[src/rtl/issue_pkg.sv]
// Shared widths and the storage record for one integer issue-queue slot.
package issue_pkg;

  localparam int OP_W   = 4;
  localparam int TAG_W  = 6;
  localparam int DATA_W = 32;

  typedef struct packed {
    logic              valid;
    logic [OP_W-1:0]   opcode;
    logic [DATA_W-1:0] rs_data;
    logic              rs_valid;
    logic [TAG_W-1:0]  rs_tag;
    logic [DATA_W-1:0] rt_data;
    logic              rt_valid;
    logic [TAG_W-1:0]  rt_tag;
    logic [TAG_W-1:0]  rd_tag;
  } iq_entry_t;

endpackage

[src/rtl/iq_entry.sv]
// One issue-queue slot: picks its next contents (dispatch, upper neighbour or hold)
// and then lets a matching CDB broadcast fill in whichever operands are still waiting.
module iq_entry
  import issue_pkg::*;
(
  input  logic              clk,
  input  logic              reset,
  input  logic              flush_i,
  input  logic              load_disp_i,
  input  logic              shift_i,
  input  iq_entry_t         disp_i,
  input  iq_entry_t         upper_i,
  input  logic              cdb_valid_i,
  input  logic [TAG_W-1:0]  cdb_tag_i,
  input  logic [DATA_W-1:0] cdb_data_i,
  output iq_entry_t         entry_o,
  output logic              ready_o
);

  iq_entry_t entry_q;
  iq_entry_t entry_d;
  iq_entry_t base;

  // Snoop is applied after the source mux so captures land in the slot's new position.
  always_comb begin
    base = entry_q;
    if (load_disp_i) begin
      base = disp_i;
    end else if (shift_i) begin
      base = upper_i;
    end

    entry_d = base;
    if (cdb_valid_i && base.valid && !base.rs_valid && (base.rs_tag == cdb_tag_i)) begin
      entry_d.rs_valid = 1'b1;
      entry_d.rs_data  = cdb_data_i;
    end
    if (cdb_valid_i && base.valid && !base.rt_valid && (base.rt_tag == cdb_tag_i)) begin
      entry_d.rt_valid = 1'b1;
      entry_d.rt_data  = cdb_data_i;
    end

    if (flush_i) begin
      entry_d = '0;
    end
  end

  always_ff @(posedge clk or negedge reset) begin
    if (!reset) begin
      entry_q <= '0;
    end else begin
      entry_q <= entry_d;
    end
  end

  assign entry_o = entry_q;
  assign ready_o = entry_q.valid & entry_q.rs_valid & entry_q.rt_valid;

endmodule

[src/rtl/issue_queue_int.sv]
// Compacting integer issue queue: oldest-first storage, lowest-index ready select,
// shift-down on grant, and CDB wake-up of waiting operands.
module issue_queue_int
  import issue_pkg::*;
#(
  parameter int DEPTH = 4
)
(
  input  logic              clk,
  input  logic              reset,
  input  logic              flush,
  input  logic              dispatch_en,
  input  logic [OP_W-1:0]   dispatch_opcode,
  input  logic [DATA_W-1:0] dispatch_rsdata,
  input  logic              dispatch_rsvalid,
  input  logic [TAG_W-1:0]  dispatch_rstag,
  input  logic [DATA_W-1:0] dispatch_rtdata,
  input  logic              dispatch_rtvalid,
  input  logic [TAG_W-1:0]  dispatch_rttag,
  input  logic [TAG_W-1:0]  dispatch_rdtag,
  output logic              queue_full,
  input  logic              cdb_valid,
  input  logic [TAG_W-1:0]  cdb_tagout,
  input  logic [DATA_W-1:0] cdb_out,
  input  logic              issue_int,
  output logic              ready_int,
  output logic [OP_W-1:0]   opcode,
  output logic [DATA_W-1:0] rsdata,
  output logic [DATA_W-1:0] rtdata,
  output logic [TAG_W-1:0]  rdtag
);

  localparam int IDX_W = $clog2(DEPTH);
  localparam int CNT_W = $clog2(DEPTH + 1);

  iq_entry_t        entries [DEPTH];
  iq_entry_t        disp_entry;
  logic [DEPTH-1:0] ready_vec;
  logic [DEPTH-1:0] shift_vec;
  logic [DEPTH-1:0] load_vec;

  logic [CNT_W-1:0] count_q;
  logic [CNT_W-1:0] count_d;
  logic [CNT_W-1:0] wr_idx;
  logic [IDX_W-1:0] sel_idx;
  logic             sel_found;
  logic             grant;
  logic             accept;

  assign queue_full = (count_q == CNT_W'(DEPTH));
  assign grant      = issue_int & sel_found;
  assign accept     = dispatch_en & ~queue_full;
  // A same-cycle grant frees one slot below the tail, so the new op lands one lower.
  assign wr_idx     = grant ? (count_q - 1'b1) : count_q;

  always_comb begin
    disp_entry          = '0;
    disp_entry.valid    = 1'b1;
    disp_entry.opcode   = dispatch_opcode;
    disp_entry.rs_data  = dispatch_rsdata;
    disp_entry.rs_valid = dispatch_rsvalid;
    disp_entry.rs_tag   = dispatch_rstag;
    disp_entry.rt_data  = dispatch_rtdata;
    disp_entry.rt_valid = dispatch_rtvalid;
    disp_entry.rt_tag   = dispatch_rttag;
    disp_entry.rd_tag   = dispatch_rdtag;
  end

  genvar gi;
  generate
    for (gi = 0; gi < DEPTH; gi++) begin : g_slot
      iq_entry_t upper;

      if (gi == DEPTH - 1) begin : g_top
        assign upper = '0;
      end else begin : g_mid
        assign upper = entries[gi+1];
      end

      assign shift_vec[gi] = grant & (IDX_W'(gi) >= sel_idx);
      assign load_vec[gi]  = accept & (wr_idx == CNT_W'(gi));

      iq_entry u_entry (
        .clk         (clk),
        .reset       (reset),
        .flush_i     (flush),
        .load_disp_i (load_vec[gi]),
        .shift_i     (shift_vec[gi]),
        .disp_i      (disp_entry),
        .upper_i     (upper),
        .cdb_valid_i (cdb_valid),
        .cdb_tag_i   (cdb_tagout),
        .cdb_data_i  (cdb_out),
        .entry_o     (entries[gi]),
        .ready_o     (ready_vec[gi])
      );
    end
  endgenerate

  // Oldest ready entry wins; index 0 is the oldest.
  always_comb begin
    sel_idx   = '0;
    sel_found = 1'b0;
    for (int i = 0; i < DEPTH; i++) begin
      if (ready_vec[i] && !sel_found) begin
        sel_found = 1'b1;
        sel_idx   = IDX_W'(i);
      end
    end
  end

  always_comb begin
    ready_int = sel_found;
    opcode    = '0;
    rsdata    = '0;
    rtdata    = '0;
    rdtag     = '0;
    if (sel_found) begin
      opcode = entries[sel_idx].opcode;
      rsdata = entries[sel_idx].rs_data;
      rtdata = entries[sel_idx].rt_data;
      rdtag  = entries[sel_idx].rd_tag;
    end
  end

  always_comb begin
    count_d = count_q;
    if (flush) begin
      count_d = '0;
    end else if (accept && !grant) begin
      count_d = count_q + 1'b1;
    end else if (grant && !accept) begin
      count_d = count_q - 1'b1;
    end
  end

  always_ff @(posedge clk or negedge reset) begin
    if (!reset) begin
      count_q <= '0;
    end else begin
      count_q <= count_d;
    end
  end

endmodule

[config.mk]
export PLATFORM = sky130hd
export DESIGN_NAME = issue_queue_int
export DESIGN_NICKNAME = d
export VERILOG_FILES = /design/src/rtl/issue_pkg.sv /design/src/rtl/iq_entry.sv /design/src/rtl/issue_queue_int.sv
export SDC_FILE = /design/constraint.sdc
export NUM_CORES = 1
export LEC_CHECK = 0
export CORE_MARGIN = 3
export CORE_UTILIZATION = 45
export CTS_BUF_LIST = sky130_fd_sc_hd__clkbuf_4
export DETAILED_ROUTE_END_ITERATION = 6
export GPL_TIMING_DRIVEN = 0
export SYNTH_ARGS = -nofsm -noshare
export SYNTH_HDL_FRONTEND = slang
export SYNTH_SLANG_ARGS = --single-unit
[constraint.sdc]
create_clock -name clk -period 10.5 [get_ports clk]
set_clock_uncertainty 0.05 [all_clocks]
set_input_delay 2.1 -clock clk [delete_from_list [all_inputs] [get_ports clk]]
set_output_delay 2.1 -clock clk [all_outputs]
set_load 0.01 [all_outputs]
### Yosys cells after proc, flatten, opt, wreduce, memory -nomap -nowiden

Cells that the tools add are included.

* word-level logic and storage cells: 166
* flip-flop bits (word level): 359
* output and inout port bits: 76
* bits in read-only memories: 0
* input bits: 132
* RAM bits: 0
* latch bits: 0
* memories kept: 0

* $add $sub $neg: 2
* multipliers: 0
* reduce and logical (&&, ||, !) cells: 52
* mux-type cells: 38
* shift-type cells: 0
* divide/modulo/power cells: 0
* equal/unequal tests: 12
* $lt $le $gt $ge: 5
* bitwise operators: 20

Operator list (count)
* two-way mux 89 bit: 12
* two-way mux 33 bit: 8
* binary-select mux 89 bit (select 2 bit): 1
* two-way mux 88 bit: 2
* two-way mux 32 bit: 2
* equality test 6 bit: 8
* nonzero test 4 bit: 8
* logical AND 1 bit: 25
* AND 1 bit: 18
* nonzero test 3 bit: 5
* zero test 1 bit: 13
* two-way mux 3 bit: 4
* equality test 3 x 2 -> 1 bit, second input constant: 2
* two-way mux 6 bit: 1
* two-way mux 1 bit: 5
* >= comparator 1 x 2 -> 1 bit, first input constant: 2
* >= comparator 2 bit, first input constant: 2
* two-way mux 2 bit: 2
* two-way mux 4 bit: 1
* adder 3 x 1 -> 3 bit, second input constant: 1
* equality test 3 x 1 -> 1 bit, second input constant: 1
* equality test 3 bit, second input constant: 1
* >= comparator 3 bit, second input constant: 1
* zero test 3 bit: 1
* other kinds (3): 3

### Longest topological paths before layout

Gate-level depths: netlist (run 1).

* word-level depth: 22
* gate-level depth with buffers: 14
* mapped depth without buffers: 10

### Modules after synthesis

From an unflattened synthesis (run 1), not the netlist that was laid out.

* cell total of the unflattened synthesis: 2719
* area total of the unflattened synthesis: 25021.5 µm²

By module, submodules not included
* iq_entry: cells each 602, times used 4, sequential area each 2227.1 µm², area each 5770.5 µm²
* issue_queue_int: cells each 311, times used 1, sequential area each 75.1 µm², area each 1939.4 µm²

### Worst setup path before layout (run 1)

Ideal clock, no wire load.

* path kind: input-to-reg
* start point: input port issue_int
* end point: register g_slot[1].u_entry.entry_q (netlist bit g_slot[1].u_entry.entry_o[54])
* arrival: 4.706 ns
* required time: 10.317 ns
* stages: 12
* library setup time: 0.133 ns
* setup slack: 5.611 ns
* buffers on the path: 4
* path through: buf_2 -> and4_1 -> clkbuf_1 -> a21oi_1 -> buf_2 -> mux2_2 -> a221oi_1 -> nand3_1 -> a222oi_1 -> nand4_2 -> buf_2 -> mux2i_1

* cells in the longest elaborated chain, start to end: 10
* elaborated cells between the ends (all ways): 15
* those cells by class: eq/ne: 2; mux: 5; bitwise: 3; reduce/logical: 5

Ends and longest elaborated chain
* from (decl): RTL line issue_queue_int.sv:25 `input logic issue_int,`
* AND 1 bit (*): RTL line issue_queue_int.sv:51 `assign grant = issue_int & sel_found;`
* branches (longest 9 deep; another with two-way mux 89 bit)
* to (signal assigned): RTL line iq_entry.sv:52 `entry_q <= entry_d;`
* to (decl): RTL line iq_entry.sv:20 `iq_entry_t entry_q;`

Mark *: on every way between the ends. The select of a mux whose other input is x is not followed.
A chain may end at the register's enable or synchronous reset.

### Worst setup path after layout (run 1)

* start point: register g_slot[3].u_entry.entry_q (netlist bit g_slot[3].u_entry.entry_o[51])
* end point: output port rsdata[29]

* cells in the longest elaborated chain, start to end: 9
* elaborated cells between the ends (all ways): 10
* those cells by class: mux: 6; bitwise: 3; reduce/logical: 1

Ends and longest elaborated chain
* from (decl): RTL line iq_entry.sv:20
* from (signal assigned): RTL line iq_entry.sv:52
* AND 1 bit (*) (2 in series): RTL line iq_entry.sv:57 `assign ready_o = entry_q.valid & entry_q.rs_valid & entry_q.rt_valid;`
* logical AND 1 bit (*): RTL line issue_queue_int.sv:105 `if (ready_vec[i] && !sel_found) begin`
* two-way mux 2 bit: RTL line issue_queue_int.sv:105
* inverter 2 -> 3 bit (implied by the code): RTL line issue_queue_int.sv:120 `rsdata = entries[sel_idx].rs_data;`
* binary-select mux 89 bit (select 2 bit): RTL line issue_queue_int.sv:120
* two-way mux 88 bit (2 in series)
* two-way mux 32 bit (*): RTL line issue_queue_int.sv:118 `if (sel_found) begin`
* to (decl): RTL line issue_queue_int.sv:28 `output logic [DATA_W-1:0] rsdata,`

Mark *: on every way between the ends. The rest lies on a longest branch, timed or not. The select of a mux whose other input is x is not followed.

==> key figures, run 1 <==
Final layout
  – Fill cells: 4692
  – Share of post-route cells with drive strength above 1: 0.107
  – Layout net count: 2913
  – Cell area after layout: 27300 um2
  – Final design utilization: 0.543
  – Layout area overhead: 18.4%
  – Most frequent cells in the layout: nand2_1, dfrtp_1, nor2_1
  – Commonest non-fill, non-tap cell in the layout: nand2_1

Clock tree
  – H-tree depth: 3
  – Post-CTS setup buffers: 0
  – Total CTS buffers: 104
  – Clock tree from TritonCTS: built
  – Post-CTS Hold Buffers: 0
  – CTS clock-pin slew for the worst setup and hold paths: 60 ps
  – Clock Sinks: 359
  – Clock buffer depth: 3
  – CTS root buf: clkbuf_4
  – Post-CTS sizing: 0
  – Clk_lat worst skew: 910 ps

Setup path
  – CP required: 8350 ps
  – Worst-path cell chain: and3_1 > o21ai_0 > clkbuf_1 > buf_1 > mux4_2 > and2_1 > clkdlybuf4s50_1
  – Crit Path Class: reg2out
  – CP Data Arrival Time: 5140 ps
  – Reg2reg start: g_slot[1].u_entry.entry_o[51]$_DFF_PN0_
  – Reg2Reg Setup Slack: 5370 ps
  – Crit path to: rsdata[29]
  – Worst reg2reg path depth: 10
  – Crit. Startpoint: g_slot[3].u_entry.entry_o[51]$_DFF_PN0_
  – CP endpoint kind: output pin
  – Slowest cell on the critical path: buf_1
  – CP Launch Type: flop
  – CP Max Fanout: 10
  – Critical Path Max Stage Delay: ~1000 ps
  – Reg-to-reg endpoint: g_slot[2].u_entry.entry_o[0]$_DFFE_PN0P_

Synth
  – Post-synth net total: 2605
  – Avg Cell Area, Syn: approximately 9.3 um2
  – Sequential share of the synthesized area: 0.389
  – FFs w/ async S/R, synth: 1.00
  – Count of state elements after synthesis: 359
  – Post-synthesis cell count: 2470
  – Top FF cell, synth: dfrtp_1
  – Yosys warnings: 0
  – Synth Cell Area: 23100 um2
  – Post-synth EDFFs: 0
  – Yosys cell types: 62

Job
  – Max-Cap Viols: 0

STA
  – Slew Viols, Final: 0
  – PnR worst setup slack: around 3200 ps
  – Max Clk Rate: 137 MHz
  – Slew @ Worst Pin: 1350 ps
  – Slew HR: 0.0939
  – Min Clock Period, post-route: 7290 ps
  – Tcrit/Tclk final: 0.694
  – Final Hold Viols: 0
  – Setup violators final: 0
  – Setup TNS: 0 ps
  – RSZ-0062 raised after global routing: false

Global route
  – First-pass GRT wire length: between 100000 and 150000 um
  – GRT overflow: 0
  – Pin count of the biggest net entering global routing: 111
  – GRT Total Usage: 0.355
  – Antenna violations before repair: 2
  – Vias in the first global route: 22888

Worst hold path
  – HP Class: reg2reg
  – Hold Path Origin: g_slot[3].u_entry.entry_o[5]$_DFFE_PN0P_

Die
  – Die area: 54100 um2
  – Std cell rows: 82
  – Die height: 233 um
  – Starting Density: 0.458
  – Core area: 50400 um2
  – Io pins: 208
  – Die Wd: 233 um

Pwr
  – Register share of total power: 0.425
  – Total power: 3.76 mW
  – Comb power frac: 0.209
  – Switch share: 0.325
  – Peak supply drop: between 70 and 80 uV
  – Clock share of power: 0.366
  – Static Leak: 12.6 nW
  – Cell-internal power: 2.54 mW
  – Power Dens Cells: approximately 140 nW/um2
  – Switching Power: ~1.2 mW

Placement
  – PortBufs: 199
  – Place WS: 4050 ps
  – GP Congestion: 0.961
  – HPWL Detailed: 67300 um
  – DP Area: 26000 um2

Routing
  – Via density per instance: 6.49
  – Vias post-DR: 22889
  – Wire per inst: 27.6 um
  – # DRC: 9
  – 1st-pass router iterations: 7
  – Post-route ant nets: 0
  – Post-Route WL: 97400 um
  – Violation count after the first detailed-route iteration: a little under 3000

Outcome
  – Failing checks: design-rule violations
  – Status: finished, violations left
## Yosys cell counts (11+ instances only)
cell      number  area share
a22oi_1       72       0.023
a21oi_1       30      0.0065
mux2i_1      280        0.12
a311o_1      192       0.083
nand2_1      509       0.083
and2_1        76       0.021
a31oi_1       12      0.0033
mux4_2        74       0.072
a211oi_1      13      0.0042
a22o_1        11      0.0042
dfrtp_1      359        0.39
nand2b_1      40       0.011
a311oi_1      31       0.012
clkbuf_1     168       0.027
nor2_1       286       0.046
buf_1         57      0.0093
buf_2         24      0.0052
xnor2_1       23      0.0087
nand3_1       26      0.0056
o21ai_0       20      0.0043
and3_1        14      0.0038
## final cells by class
cell class,count,area (um2),area share
Sequential cell,359,8980,0.329
Timing Repair Buffer,202,2080,0.0761
Inverter,11,41.3,0.00151
Clock buffer,161,1210,0.0442
Multi-Input combinational cell,1836,12900,0.474
Buffer,264,1120,0.0408
Antenna cell,3,7.51,0.000275
Clock inverter,21,106,0.00389
Tap cell,672,841,0.0308
## state kept, by name, summed over array words and instances, names as in the netlist
register,flops
g_slot.u_entry.entry_o,356
count_q,3
## routing by layer
metal,track usage,wire (um),up-vias
met5,0,0,-
met2,0.532,42500,1530
met1,0.475,39000,11429
met3,0.0967,10900,348
li1,-,-,9582
met4,0.170,5000,0
## cells by family (layout without fill, tap and decap cells)
group           Yosys count  after routing  share of synthesized area
other cells               0              3                          0
buf+inv                 275            659                     0.0501
compound gates          423            423                      0.158
xor+xnor                 34             34                     0.0132
simple gates           1012           1012                      0.189
flops                   359            359                      0.389
fa+ha+maj                 3              3                    0.00163
mux                     364            364                      0.199
## worst min-delay path by stage
stage / slack (ps) / to / cells after the start
2_1_floorplan: 440 / g_slot[3].u_entry.entry_o[0]$_DFFE_PN0P_ / 1
6_report: 480 / g_slot[3].u_entry.entry_o[5]$_DFFE_PN0P_ / 1
5_1_grt: 510 / g_slot[3].u_entry.entry_o[87]$_DFFE_PN0P_ / 1
3_3_place_gp: 460 / g_slot[3].u_entry.entry_o[5]$_DFFE_PN0P_ / 1
3_5_place_dp: 460 / g_slot[3].u_entry.entry_o[5]$_DFFE_PN0P_ / 1
4_1_cts: 480 / g_slot[3].u_entry.entry_o[5]$_DFFE_PN0P_ / 1
## stage by stage
stage / hold slack, ps / cells
after floorplan: 440 / 2470
after global placement: 463 / 3341
after detailed placement: 462 / 3344
after CTS: 480 / 3526
after global routing: 506 / 3529
final: 477 / 3529
## power by group through the flow
| stage | Clock [mW] | Combinational (mW) | Sequential, mW |
|---|---|---|---|
| detailed placement | 0 | 0.767 | 1.62 |
| CTS | 1.39 | 0.771 | 1.59 |
| global route | 1.47 | 0.842 | 1.61 |
| global placement | 0 | 0.747 | 1.62 |
| floorplan | 0 | 0.478 | 1.59 |
| finish | 1.38 | 0.787 | 1.60 |
## worst max-delay path, delay by kind of cell (launching register included)
kind,cells,cell delay [ps]
buffers and inverters,3,2370
multiplexers,1,610
flip-flops,1,450
AND/OR/NAND/NOR,2,550
AO/OA/AOI/OAI,1,250
Note: power is estimated with default switching activity, not from simulation.
==> run 2: changes to the inputs <==
Clock period 10.5 ns to 7.4 ns, I/O delays scaled along.
==> results of run 2 <==
The final DEF is identical to that of run 1. Status: finished, violations left: design-rule violations.
Among the figures that moved: setup slack after placement 4050 ps -> 1570 ps; clock-pin slew on the worst setup and hold paths 60 ps -> 80 ps; setup slack after layout 3210 ps -> 731 ps; hold slack 477 ps -> 474 ps; register-to-register setup slack 5370 ps -> 2270 ps; total power 3.76 mW -> 5.34 mW; worst IR drop on VDD 73.6 uV -> 105 uV
